==> src/rtl/rvfi_trap_revert_tracker.sv <==
`default_nettype none
// ============================================================================
// Module   : rvfi_trap_revert_tracker
// Purpose  : Tracks how many instructions retired between an interrupt or
//            debug request becoming actionable and the core actually taking
//            the trap. Each trap retirement is packaged as an event (kind
//            bits, irq/mie snapshot, revert step counts, allowed flags) and
//            queued for the reference-model wrapper.
// Ports    : clk_i / rst_i            - clock, synchronous active-high reset
//            rvfi_valid_i             - one instruction retires this cycle
//            rvfi_intr_i              - retiring insn is first of irq handler
//            rvfi_dbg_entry_i         - retiring insn is first in debug mode
//            irq_i / mie_i            - pending irq lines and mie CSR
//            debug_req_i              - external debug request
//            evt_valid_o/evt_ready_i  - event queue head handshake
//            evt_*_o                  - head event fields (0 when empty)
//            overflow_o               - sticky: an event was dropped
// Revision : 1.0 - initial release
// ============================================================================
module rvfi_trap_revert_tracker #(
   parameter int  XLEN       = 32,
   parameter int  MAX_REVERT = 15,
   parameter int  FIFO_DEPTH = 4,
   localparam int CW         = $clog2(MAX_REVERT + 1)
) (
   input  logic            clk_i,
   input  logic            rst_i,
   input  logic            rvfi_valid_i,
   input  logic            rvfi_intr_i,
   input  logic            rvfi_dbg_entry_i,
   input  logic [XLEN-1:0] irq_i,
   input  logic [XLEN-1:0] mie_i,
   input  logic            debug_req_i,
   output logic            evt_valid_o,
   input  logic            evt_ready_i,
   output logic            evt_intr_o,
   output logic            evt_dbg_o,
   output logic [XLEN-1:0] evt_irq_o,
   output logic [XLEN-1:0] evt_mie_o,
   output logic [CW-1:0]   evt_intr_revert_o,
   output logic [CW-1:0]   evt_dbg_revert_o,
   output logic            evt_intr_allowed_o,
   output logic            evt_dbg_allowed_o,
   output logic            overflow_o
);

   localparam int            AW          = $clog2(FIFO_DEPTH);
   localparam logic [CW-1:0] C_CNT_MAX   = CW'(MAX_REVERT);
   localparam logic [AW:0]   C_FIFO_FULL = (AW + 1)'(FIFO_DEPTH);

   typedef struct packed {
      logic            intr;
      logic            dbg;
      logic [XLEN-1:0] irq;
      logic [XLEN-1:0] mie;
      logic [CW-1:0]   intr_revert;
      logic [CW-1:0]   dbg_revert;
      logic            intr_allowed;
      logic            dbg_allowed;
   } evt_t;

   // ------------------------------------------------------------------------
   // Arm / revert counters
   // ------------------------------------------------------------------------
   logic          r_intr_armed;
   logic [CW-1:0] r_intr_cnt;
   logic          r_dbg_armed;
   logic [CW-1:0] r_dbg_cnt;

   logic w_intr_pend;
   logic w_intr_trap;
   logic w_dbg_trap;
   logic w_trap;

   assign w_intr_pend = |(irq_i & mie_i);
   assign w_intr_trap = rvfi_valid_i && rvfi_intr_i;
   assign w_dbg_trap  = rvfi_valid_i && rvfi_dbg_entry_i;
   assign w_trap      = w_intr_trap || w_dbg_trap;

   // Arming takes a cycle: the cycle pending first rises only sets armed, so
   // a retirement in that same cycle is not counted.
   always_ff @(posedge clk_i) begin
      if (rst_i) begin
         r_intr_armed <= 1'b0;
         r_intr_cnt   <= '0;
      end else if (w_intr_trap || !w_intr_pend) begin
         r_intr_armed <= 1'b0;
         r_intr_cnt   <= '0;
      end else if (!r_intr_armed) begin
         r_intr_armed <= 1'b1;
         r_intr_cnt   <= '0;
      end else if (rvfi_valid_i && (r_intr_cnt != C_CNT_MAX)) begin
         r_intr_cnt   <= r_intr_cnt + 1'b1;
      end
   end

   always_ff @(posedge clk_i) begin
      if (rst_i) begin
         r_dbg_armed <= 1'b0;
         r_dbg_cnt   <= '0;
      end else if (w_dbg_trap || !debug_req_i) begin
         r_dbg_armed <= 1'b0;
         r_dbg_cnt   <= '0;
      end else if (!r_dbg_armed) begin
         r_dbg_armed <= 1'b1;
         r_dbg_cnt   <= '0;
      end else if (rvfi_valid_i && (r_dbg_cnt != C_CNT_MAX)) begin
         r_dbg_cnt   <= r_dbg_cnt + 1'b1;
      end
   end

   // Event snapshot uses the counter values before this cycle's update.
   evt_t w_new_evt;

   always_comb begin
      w_new_evt              = '0;
      w_new_evt.intr         = rvfi_intr_i;
      w_new_evt.dbg          = rvfi_dbg_entry_i;
      w_new_evt.irq          = irq_i;
      w_new_evt.mie          = mie_i;
      w_new_evt.intr_revert  = r_intr_armed ? r_intr_cnt : '0;
      w_new_evt.dbg_revert   = r_dbg_armed ? r_dbg_cnt : '0;
      w_new_evt.intr_allowed = r_intr_armed;
      w_new_evt.dbg_allowed  = r_dbg_armed;
   end

   // ------------------------------------------------------------------------
   // Event FIFO
   // ------------------------------------------------------------------------
   evt_t          r_mem [FIFO_DEPTH];
   logic [AW-1:0] r_wr_ptr;
   logic [AW-1:0] r_rd_ptr;
   logic [AW:0]   r_count;
   logic          r_overflow;

   logic w_empty;
   logic w_full;
   logic w_pop;
   logic w_push;
   evt_t w_head;

   assign w_empty = (r_count == '0);
   assign w_full  = (r_count == C_FIFO_FULL);
   assign w_pop   = !w_empty && evt_ready_i;
   // A pop in the same cycle frees a slot, so a full queue still accepts.
   assign w_push  = w_trap && (!w_full || w_pop);

   always_ff @(posedge clk_i) begin
      if (w_push) begin
         r_mem[r_wr_ptr] <= w_new_evt;
      end
   end

   always_ff @(posedge clk_i) begin
      if (rst_i) begin
         r_wr_ptr   <= '0;
         r_rd_ptr   <= '0;
         r_count    <= '0;
         r_overflow <= 1'b0;
      end else begin
         if (w_push) begin
            r_wr_ptr <= r_wr_ptr + 1'b1;
         end
         if (w_pop) begin
            r_rd_ptr <= r_rd_ptr + 1'b1;
         end
         case ({w_push, w_pop})
            2'b10:   r_count <= r_count + 1'b1;
            2'b01:   r_count <= r_count - 1'b1;
            default: r_count <= r_count;
         endcase
         if (w_trap && !w_push) begin
            r_overflow <= 1'b1;
         end
      end
   end

   // Head is masked to zero when empty so stale storage never leaks out.
   assign w_head = w_empty ? '0 : r_mem[r_rd_ptr];

   assign evt_valid_o        = !w_empty;
   assign evt_intr_o         = w_head.intr;
   assign evt_dbg_o          = w_head.dbg;
   assign evt_irq_o          = w_head.irq;
   assign evt_mie_o          = w_head.mie;
   assign evt_intr_revert_o  = w_head.intr_revert;
   assign evt_dbg_revert_o   = w_head.dbg_revert;
   assign evt_intr_allowed_o = w_head.intr_allowed;
   assign evt_dbg_allowed_o  = w_head.dbg_allowed;
   assign overflow_o         = r_overflow;

endmodule
`default_nettype wire

==> config.mk <==
export PLATFORM = sky130hd
export DESIGN_NAME = rvfi_trap_revert_tracker
export DESIGN_NICKNAME = d
export VERILOG_FILES = /design/src/rtl/rvfi_trap_revert_tracker.sv
export SDC_FILE = /design/constraint.sdc
export NUM_CORES = 1
export LEC_CHECK = 0
export ABC_CLOCK_PERIOD_IN_PS = 3100
export CORE_MARGIN = 3
export CORE_UTILIZATION = 35
export CTS_CLUSTER_DIAMETER = 40
export DETAILED_ROUTE_END_ITERATION = 16
export SYNTH_ARGS = -nofsm -noshare
export SYNTH_HDL_FRONTEND = slang
export SYNTH_SLANG_ARGS = --single-unit
==> constraint.sdc <==
create_clock -name clk_i -period 3.1 [get_ports clk_i]
set_input_delay 0.62 -clock clk_i [delete_from_list [all_inputs] [get_ports clk_i]]
set_output_delay 0.62 -clock clk_i [all_outputs]
set_load 0.005 [all_outputs]
==> metrics <==
cells after synthesis approximately 600; maxcap violations 0; critical path type reg -> out; Synth warnings 0; CP max FO 16; switching part of the total power a little over a quarter; Top Metal Used met5; CTS Root Cell clkbuf_16; wire length on met3 roughly 1.7 mm; CP Capture Type primary output; Total GRT Usage between 10% and 20%; CTS tree done; Setup WS pre-CTS 215 ps; Post-DRT Antenna Nets 0; Layout area overhead 33.4%; share of cells above drive strength 1 24.1%; htree depth 2; drt first pass iters 4; Overflow after GRT 0; Flop pwr share 36.7%; clk sink count 324; RD Place Congestion roughly 0.7; Initial DRC Count 340; fin util a little under half; largest net degree at the start of global routing 51; Netlist cell types 38; Tcrit/Tclk final 97.5%; Detailed Place HPWL around 17 mm; initial antenna violation count 1; status complete, no violations; via count 6471; type of origin of the critical path flip-flop; routed len/inst 21.8 um; Worst-path clk slew approximately 60 ps; Max Freq 331 MHz; synthesized area 12600 sq um; Port-buffer cells about 150; met2 wire length 13.7 mm; syn_nets ~690; Post-Syn Area per Cell between 20 and 25 sq um; WL met1 12.4 mm; WP data arrival 2400 ps; Clock Tree Buf Depth 3; register bit total from synthesis 324; Comb pwr share 24.6%; worst hold path type reg -> reg; R2R Setup Slk 760 ps; Slew @ Worst Pin 499 ps; Int Power 10.4 mW; worst clock skew 20.2 ps; CTS Buf Count 48; relative slew slack 66.8%; Final Hold Fails 0; drt total wl about 28 mm; post-placement cell area 14900 sq um; Hold Buf Count CTS 0; die width 196 um; Worst VDD drop 689 uV; worst path required time 2480 ps; worst r2r src r_count[1]$_SDFFE_PP0P_; final setup fails 0; Pins Over Slew Limit 0; RSZ-0062 raised after global routing true; drc violations 0; Worst Hold Depth 2; Initial Utilization between 30% and 40%; Avg Vias per Cell 4.96; worst reg-to-reg path cell count 9; Tmin final approximately 3000 ps; final worst slack 77.7 ps; Layout fillers 2972; hold slack 484 ps; full die area ~38000 sq um; clk_lat worst skew about 560 ps; Clock Power Share around 39%; Die Ht 196 um; num ports 149; vias in the first global route 6974; crit path to evt_intr_revert_o[3]; sequential fraction of the synthesis area around three quarters; hold_sp overflow_o$_SDFFE_PP0P_; Post-Layout Inst Area 16800 sq um; first-pass GRT wire length 42.8 mm; pwr/cell area 841 nW/um^2; FP Rows 68; NetSw 3.70 mW; Nets just under 900; worst reg2reg endpoint r_count[2]$_SDFFE_PP0P_; Leak 6.28 nW; core footprint 35100 sq um
## cell usage after synthesis (all sizes together)
master	number	area share [%]
and4b	2	0.16
a211oi	1	0.060
xor2	5	0.35
a22o	2	0.14
xnor2	3	0.21
mux2	2	0.18
ha	6	0.60
mux4	76	14
or3	1	0.050
a221oi	2	0.19
nand2	6	0.18
and2	89	4.4
mux2i	2	0.16
nor3	1	0.040
nand4	3	0.15
nand3	7	0.28
a21oi	7	0.34
clkbuf	15	0.45
a2111oi	1	0.22
o21ai	1	0.040
and3	1	0.050
inv	7	0.21
nor2	14	0.42
edfxtp	304	72
buf	13	0.64
nor3b	3	0.18
nor4b	2	0.19
a22oi	12	0.71
fa	1	0.16
or4	1	0.089
dfxtp	20	3.2
## worst max-delay path: stages (launching register included)
cell           delay (ps)
dfxtp_4               470
clkbuf_16             260
buf_4                 140
mux4_2                540
and2_1                180
dlygate4sd2_1         250
## area by class of cell
type	instances	area, sq um	area share, %
antenna	1	2.50	0.0149
clock buffer	56	1260	7.51
sequential	324	9540	56.7
multi-input combinational	251	2940	17.5
clock inverter	33	412	2.45
inverter	7	26.3	0.156
timing repair buffer	177	2070	12.3
tap	455	569	3.39
## cells by family (layout without fill, tap and decap cells)
logic type	after synthesis	in the layout	synth area share, %
AND/OR/NAND/NOR	130	130	6.19
adder cells (fa/ha/maj)	7	7	0.754
other	0	1	0
AO/OA/AOI/OAI	26	26	1.70
multiplexers	80	80	13.9
XOR/XNOR	8	8	0.556
flip-flops	324	324	75.6
buffers and inverters	35	273	1.29
## worst min-delay path by stage
| stage | slack, ps | endpoint |
|---|---|---|
| floorplan | 460 | overflow_o$_SDFFE_PP0P_ |
| global placement | 460 | overflow_o$_SDFFE_PP0P_ |
| detailed placement | 480 | overflow_o$_SDFFE_PP0P_ |
| CTS | 500 | r_dbg_cnt[1]$_SDFFE_PP0P_ |
| global route | 520 | r_dbg_cnt[1]$_SDFFE_PP0P_ |
| finish | 480 | overflow_o$_SDFFE_PP0P_ |
## registers in the layout, indices dropped and copies added (netlist names), named ones only
name          cells
r_dbg_cnt         4
r_intr_armed      1
r_mem           304
r_wr_ptr          2
r_rd_ptr          2
r_intr_cnt        4
r_dbg_armed       1
r_count           3
overflow_o        1
## routing by layer
layer | track usage (%) | up-vias
li1 | - | 2882
met1 | 19.6 | 3362
met4 | 4.54 | 2
met2 | 23.6 | 189
met5 | 0 | -
met3 | 3.97 | 36
## layout by cell type (no fill, tap or decap), types with 4 or more instances in the layout
cell / synthesis / final
edfxtp_1: 304 / 304
clkdlybuf4s50_1: 0 / 85
and2_1: 89 / 81
mux4_2: 76 / 76
dlymetal6s2s_1: 0 / 54
clkbuf_16: 0 / 51
dfxtp_1: 20 / 18
nor2_1: 14 / 14
buf_12: 0 / 13
a22oi_1: 12 / 12
buf_4: 5 / 11
clkinv_4: 0 / 9
dlygate4sd2_1: 0 / 9
and2_4: 0 / 8
inv_1: 7 / 7
nand3_1: 7 / 7
nand2_1: 6 / 6
ha_1: 6 / 6
clkbuf_1: 15 / 6
a21oi_1: 5 / 5
xor2_1: 5 / 5
bufinv_16: 0 / 5
inv_6: 0 / 4
inv_8: 0 / 4
clkinv_8: 0 / 4
## what timing repair did
action	in CTS	in global routing
gates cloned	0	2
gates resized for setup	13	58
setup buffers	0	4
setup endpoints to repair	12	54
## per-stage QoR
| step | TNS [ps] | total power, mW | instances |
|---|---|---|---|
| 2_1_floorplan | 0 | 6.86 | 610 |
| 3_3_place_gp | 0 | 8.93 | 1208 |
| 3_5_place_dp | 0 | 8.95 | 1208 |
| 4_1_cts | -63.7 | 14.5 | 1297 |
| 5_1_grt | -290 | 14.8 | 1303 |
| 6_report | 0 | 14.1 | 1304 |
## power by group through the flow
stage	clock network, mW	registers, mW	logic, mW
3_3_place_gp	0	5.26	3.68
3_5_place_dp	0	5.27	3.69
4_1_cts	5.60	5.18	3.67
2_1_floorplan	0	5.24	1.62
6_report	5.47	5.19	3.47
5_1_grt	5.79	5.22	3.81
(Power assumes the default switching activity.)
==> variant 1, RTL diff (same flow settings) <==
Change the parameter `XLEN` from 32 to 16.
--- a/src/rtl/rvfi_trap_revert_tracker.sv
+++ b/src/rtl/rvfi_trap_revert_tracker.sv
@@ -18,7 +18,7 @@
 // Revision : 1.0 - initial release
 // ============================================================================
 module rvfi_trap_revert_tracker #(
-   parameter int  XLEN       = 32,
+   parameter int  XLEN       = 16,
    parameter int  MAX_REVERT = 15,
    parameter int  FIFO_DEPTH = 4,
    localparam int CW         = $clog2(MAX_REVERT + 1)
Interface: changed (resized evt_irq_o, evt_mie_o, irq_i and mie_i); port bits go from 149 to 85. The function was not compared with the original's and may differ.
==> variant 1 against the original RTL <==
Sequential cell count down 128. Synthesized area down 39%. Power fell by 48%. Sequential power down 39%. Routed wire length shrank 46%. Fmax grew 6.0%. Worst setup slack improved by 0.17 ns. Design area fell by 43%. First-iteration DRC count decreased by 28%. Die area shrank 38%. Register-to-register slack worse by 0.05 ns. Worst hold slack worse by 0.0073 ns. Critical endpoint unchanged. Largest power group is now sequential cells. Highest routed layer is now met4.
==> variant 1: results (changes against the original RTL) <==
outcome:
  outcome: "finished, final reports clean"
place:
  io_buffers: 84  # -43%
  preCtsSetupSlack_ns: 0.3228  # +0.1077 ns
  placed_cell_area_sq_um: 8981  # -40%
  dpl.hpwl_um: 9568  # -44%
  place_inst: 750  # -38%
  gp_congestion: 0.7691  # +9.5%
worst_setup_path:
  worstPathMaxFanout: 10  # -6
  r2r_start: "r_count[0]$_SDFFE_PP0P_"
  crit-reg2reg-capture: "r_count[2]$_SDFFE_PP0P_"
  cp_top_family: "buffers and inverters"
  slowest_stage: "mux4_2"
  max_stage_delay_ns: 0.56  # +0.02 ns
  critPathCapture: "evt_intr_revert_o[3]"
  cp.arrival_ns: 2.23  # -0.17 ns
  rr_worst_depth: 7  # -2
  rrSetupSlack_ns: 0.71  # -0.05 ns
global_route:
  antenna_found_initial: 0  # -1
  grt_pass1_wl_um: 23790  # -44%
  first_global_vias: 4184  # -40%
  grt_usage_pct: 13.16  # -1.5 points
  grt_max_degree: 50  # -2.0%
min_path:
  min_path_type: "reg -> reg"
  hold-path-cell-count: 2  # unchanged
drt:
  wl_per_cell_um: 19.46  # -11%
  met3_wirelength_um: 808  # -53%
  drt_iter0_markers: 245  # -28%
  via_count: 3905  # -40%
  dr.max_layer_used: "met4"
  first_pass_iters: 4  # unchanged
  wl_met2_um: 7531  # -45%
  wl_met1_um: 6823  # -45%
clock_network:
  cts_setup_buffers: 0  # unchanged
  cts_root_buf: "clkbuf_16"
  cts_buffers: 17  # -65%
  post_cts.resized_instances: 0  # -13
  htreeDepth: 4  # +2
  cts_buffer_depth: 2  # -1
  clk_latency_ns: 0.42  # -0.14 ns
pwr:
  pwr-share-comb_pct: 29.5  # +4.9 points
  pg_clk_uw: 2090  # -62%
  ir_drop_mv: 0.6139  # -11%
  switching_share_pct: 24.87  # -1.3 points
  leakage_uw: 0.003063  # -51%
synthesis:
  ys_types: 34  # -11%
  ys_warn_count: 0  # unchanged
  synth_commonest_cells: "edfxtp_1 (176), and2_1 (56), mux4_2 (44)"
  synth-edff-count: 176  # -42%
  ys.flop_type: "edfxtp_1"
  synth_area_leaders: "edfxtp_1 (69%), mux4_2 (13%), dfxtp_1 (5.2%), and2_1 (4.5%), ha_1 (0.97%)"
  ys_seq_area_share_pct: 73.78  # -1.8 points
  synth_nets: 444  # -35%
  syn_inst: 398  # -35%
cells_and_area:
  drive_gt1_share_pct: 18.34  # -5.7 points
  finalNonFillerCells: 783  # -40%
  reg.largest.list: "r_mem: 176 flops, r_dbg_cnt: 4 flops, r_intr_cnt: 4 flops"
  fin_nets: 540  # -39%
timing:
  finClkSkew_ns: 0.007066  # -0.01314 ns
  slew_headroom_pct: 66.25  # -0.51 points
variant 1: logic make-up after synthesis:
group           Yosys count  share of synthesized area (%)
compound gates           18                          1.932
xor+xnor                  7                         0.7956
fa+ha+maj                 7                          1.234
buf+inv                  24                          1.250
flops                   196                          73.78
mux                      49                          13.61
simple gates             97                          7.404
variant 1: per-stage QoR:
| stage | hold WS, ns | power, uW |
|---|---|---|
| floorplan | 0.4572 | 4283 |
| CTS | 0.4865 | 7551 |
| global placement | 0.4741 | 5428 |
| global route | 0.5263 | 7802 |
| detailed placement | 0.4655 | 5456 |
| finish | 0.4764 | 7414 |
variant 1: how the worst min path moves through the flow:
| stage | startpoint | to |
|---|---|---|
| final | overflow_o$_SDFFE_PP0P_ | overflow_o$_SDFFE_PP0P_ |
| after global routing | overflow_o$_SDFFE_PP0P_ | overflow_o$_SDFFE_PP0P_ |
| after CTS | overflow_o$_SDFFE_PP0P_ | overflow_o$_SDFFE_PP0P_ |
| after detailed placement | overflow_o$_SDFFE_PP0P_ | overflow_o$_SDFFE_PP0P_ |
| after global placement | overflow_o$_SDFFE_PP0P_ | overflow_o$_SDFFE_PP0P_ |
| after floorplan | r_dbg_cnt[1]$_SDFFE_PP0P_ | r_dbg_cnt[1]$_SDFFE_PP0P_ |
variant 1: area by class of cell:
| type | count | area, sq um |
|---|---|---|
| fill | 1852 | 11790 |
| inverter | 7 | 26.28 |
| clock buffer | 30 | 566.8 |
| sequential | 196 | 5690 |
| tap | 275 | 344.1 |
| timing repair buffer | 94 | 991.0 |
| antenna | 1 | 2.502 |
| clock inverter | 2 | 11.26 |
| multi-input combinational | 178 | 1929 |
variant 1: layer usage:
metal	up-vias	GRT usage, %
li1	1768	-
met3	8	3.246
met1	2019	17.77
met4	0	3.406
met2	110	21.55
met5	-	0
==> variant 2, RTL diff (config.mk and constraints unchanged) <==
Made on the original files. Add an input register stage for `irq_i`, with the module's reset; this delays it by one clock. The other inputs are not delayed to match.
--- a/src/rtl/rvfi_trap_revert_tracker.sv
+++ b/src/rtl/rvfi_trap_revert_tracker.sv
@@ -59,6 +59,16 @@
       logic            dbg_allowed;
    } evt_t;
 
+   logic [XLEN-1:0] irq_q;
+
+   always_ff @(posedge clk_i) begin
+      if (rst_i) begin
+         irq_q <= '0;
+      end else begin
+         irq_q <= irq_i;
+      end
+   end
+
    // ------------------------------------------------------------------------
    // Arm / revert counters
    // ------------------------------------------------------------------------
@@ -72,7 +82,7 @@
    logic w_dbg_trap;
    logic w_trap;
 
-   assign w_intr_pend = |(irq_i & mie_i);
+   assign w_intr_pend = |(irq_q & mie_i);
    assign w_intr_trap = rvfi_valid_i && rvfi_intr_i;
    assign w_dbg_trap  = rvfi_valid_i && rvfi_dbg_entry_i;
    assign w_trap      = w_intr_trap || w_dbg_trap;
@@ -116,7 +126,7 @@
       w_new_evt              = '0;
       w_new_evt.intr         = rvfi_intr_i;
       w_new_evt.dbg          = rvfi_dbg_entry_i;
-      w_new_evt.irq          = irq_i;
+      w_new_evt.irq          = irq_q;
       w_new_evt.mie          = mie_i;
       w_new_evt.intr_revert  = r_intr_armed ? r_intr_cnt : '0;
       w_new_evt.dbg_revert   = r_dbg_armed ? r_dbg_cnt : '0;
Function: changed (a bounded check fails within 4 cycles, from zero or initial values and one cycle with rst_i high).
==> variant 2 against the original RTL <==
Critical path depth is the same. Power grew 7.1%. Final cell count grew 9.8%. Largest power group is now sequential cells. Design area grew 5.3%. Routed wire length grew 7.0%. Highest routed layer unchanged. Critical endpoint is now evt_mie_o[13]. Sequential cell count grew 32. Synthesized area grew 6.9%. Worst setup slack lost 0.031 ns. Largest cell class unchanged.
==> variant 2: results (changes against the original RTL) <==
place:
  place_inst: 1338  # +11%
  gp_congestion: 0.7512  # +7.0%
  preCtsSetupSlack_ns: 0.2423  # +0.02723 ns
  dpl.hpwl_um: 19120  # +11%
  placed_cell_area_sq_um: 15830  # +6.2%
worst_setup_path:
  worstPathMaxFanout: 13  # -3
pwr:
  p_per_area_nw_per_um2: 854.7  # +1.7%
  p_int_uw: 11260  # +7.9%
  ir_drop_mv: 0.4814  # -30%
  p_seq_uw: 5670  # +9.2%
  leakage_uw: 0.006264  # -0.28%
cells_and_area:
  fillers: 3235  # +8.8%
  fin_nets: 961  # +8.3%
  drive_gt1_share_pct: 22.28  # -1.8 points
  reg.largest.list: "r_mem: 304 flops, irq_q: 32 flops"
clock_network:
  clk_latency_ns: 0.54  # -0.02 ns
  cts.clk_slew.worst_paths_ns: 0.05
global_route:
  grt_pass1_wl_um: 44810  # +4.7%
  first_global_vias: 7057  # +1.2%
  grt_usage_pct: 14.59  # -0.078 points
  grtUsageMet1_pct: 21.07  # +1.4 points
  grt_use_met3_pct: 3.414  # -0.55 points
  use_met2_pct: 22.41  # -1.2 points
drt:
  drt_iter0_markers: 371  # +9.1%
  wl_per_cell_um: 21.20  # -2.6%
  via_count: 6835  # +5.6%
  met3_wirelength_um: 2245  # +30%
  wl_um: 30360  # +7.0%
  wl_met1_um: 13300  # +7.3%
  wl_met2_um: 14150  # +3.1%
outcome:
  outcome: "finished, final reports clean"
timing:
  slew_headroom_pct: 71.98  # +5.2 points
  finClkSkew_ns: 0.01611  # -0.004096 ns
synthesis:
  synthXorXnorAreaFrac_pct: 0.3899  # -0.17 points
  synth_nets: 764  # +11%
  synth_adder_area_share_pct: 0.7055  # -0.049 points
  muxShareOfSynthArea_pct: 13.20  # -0.71 points
  synth-compound-area-share_pct: 1.801  # +0.10 points
  synth-edff-count: 304  # unchanged
  synth_commonest_cells: "edfxtp_1 (304), and2_1 (88), mux4_2 (76)"
  synth.avg_cell_area_sq_um: 19.65  # -4.9%
  ys_seq_area_share_pct: 75.45  # -0.14 points
  ys_types: 36  # -5.3%
[variant 2: cell type report]
cell class / count / area (sq um) / area share (%)
multi-input cells: 291 / 3153 / 17.81
repair buffers: 180 / 2068 / 11.68
clock inverters: 31 / 356.6 / 2.014
flip-flops and latches: 356 / 10180 / 57.49
well taps: 511 / 639.4 / 3.612
inverters: 7 / 26.28 / 0.1484
clock buffers: 55 / 1279 / 7.224
diodes: 1 / 2.502 / 0.01414
[variant 2: repair_timing]
item,4_1_cts,5_1_grt
resized for setup,1,35
hold buffers,0,0
setup buffers,0,4
cloned,0,3
setup endpoints to repair,1,19
[variant 2: final timing paths]
path	from	to	slack, ns	cells past startpoint
worst max register to register	r_count[0]$_SDFFE_PP0P_	r_count[2]$_SDFFE_PP0P_	1.00	7
worst min register to register	overflow_o$_SDFFE_PP0P_	overflow_o$_SDFFE_PP0P_	0.48	2
worst max-delay path	flip-flop	evt_mie_o[13]	0.05	5
worst min-delay path	overflow_o$_SDFFE_PP0P_	overflow_o$_SDFFE_PP0P_	0.48	2
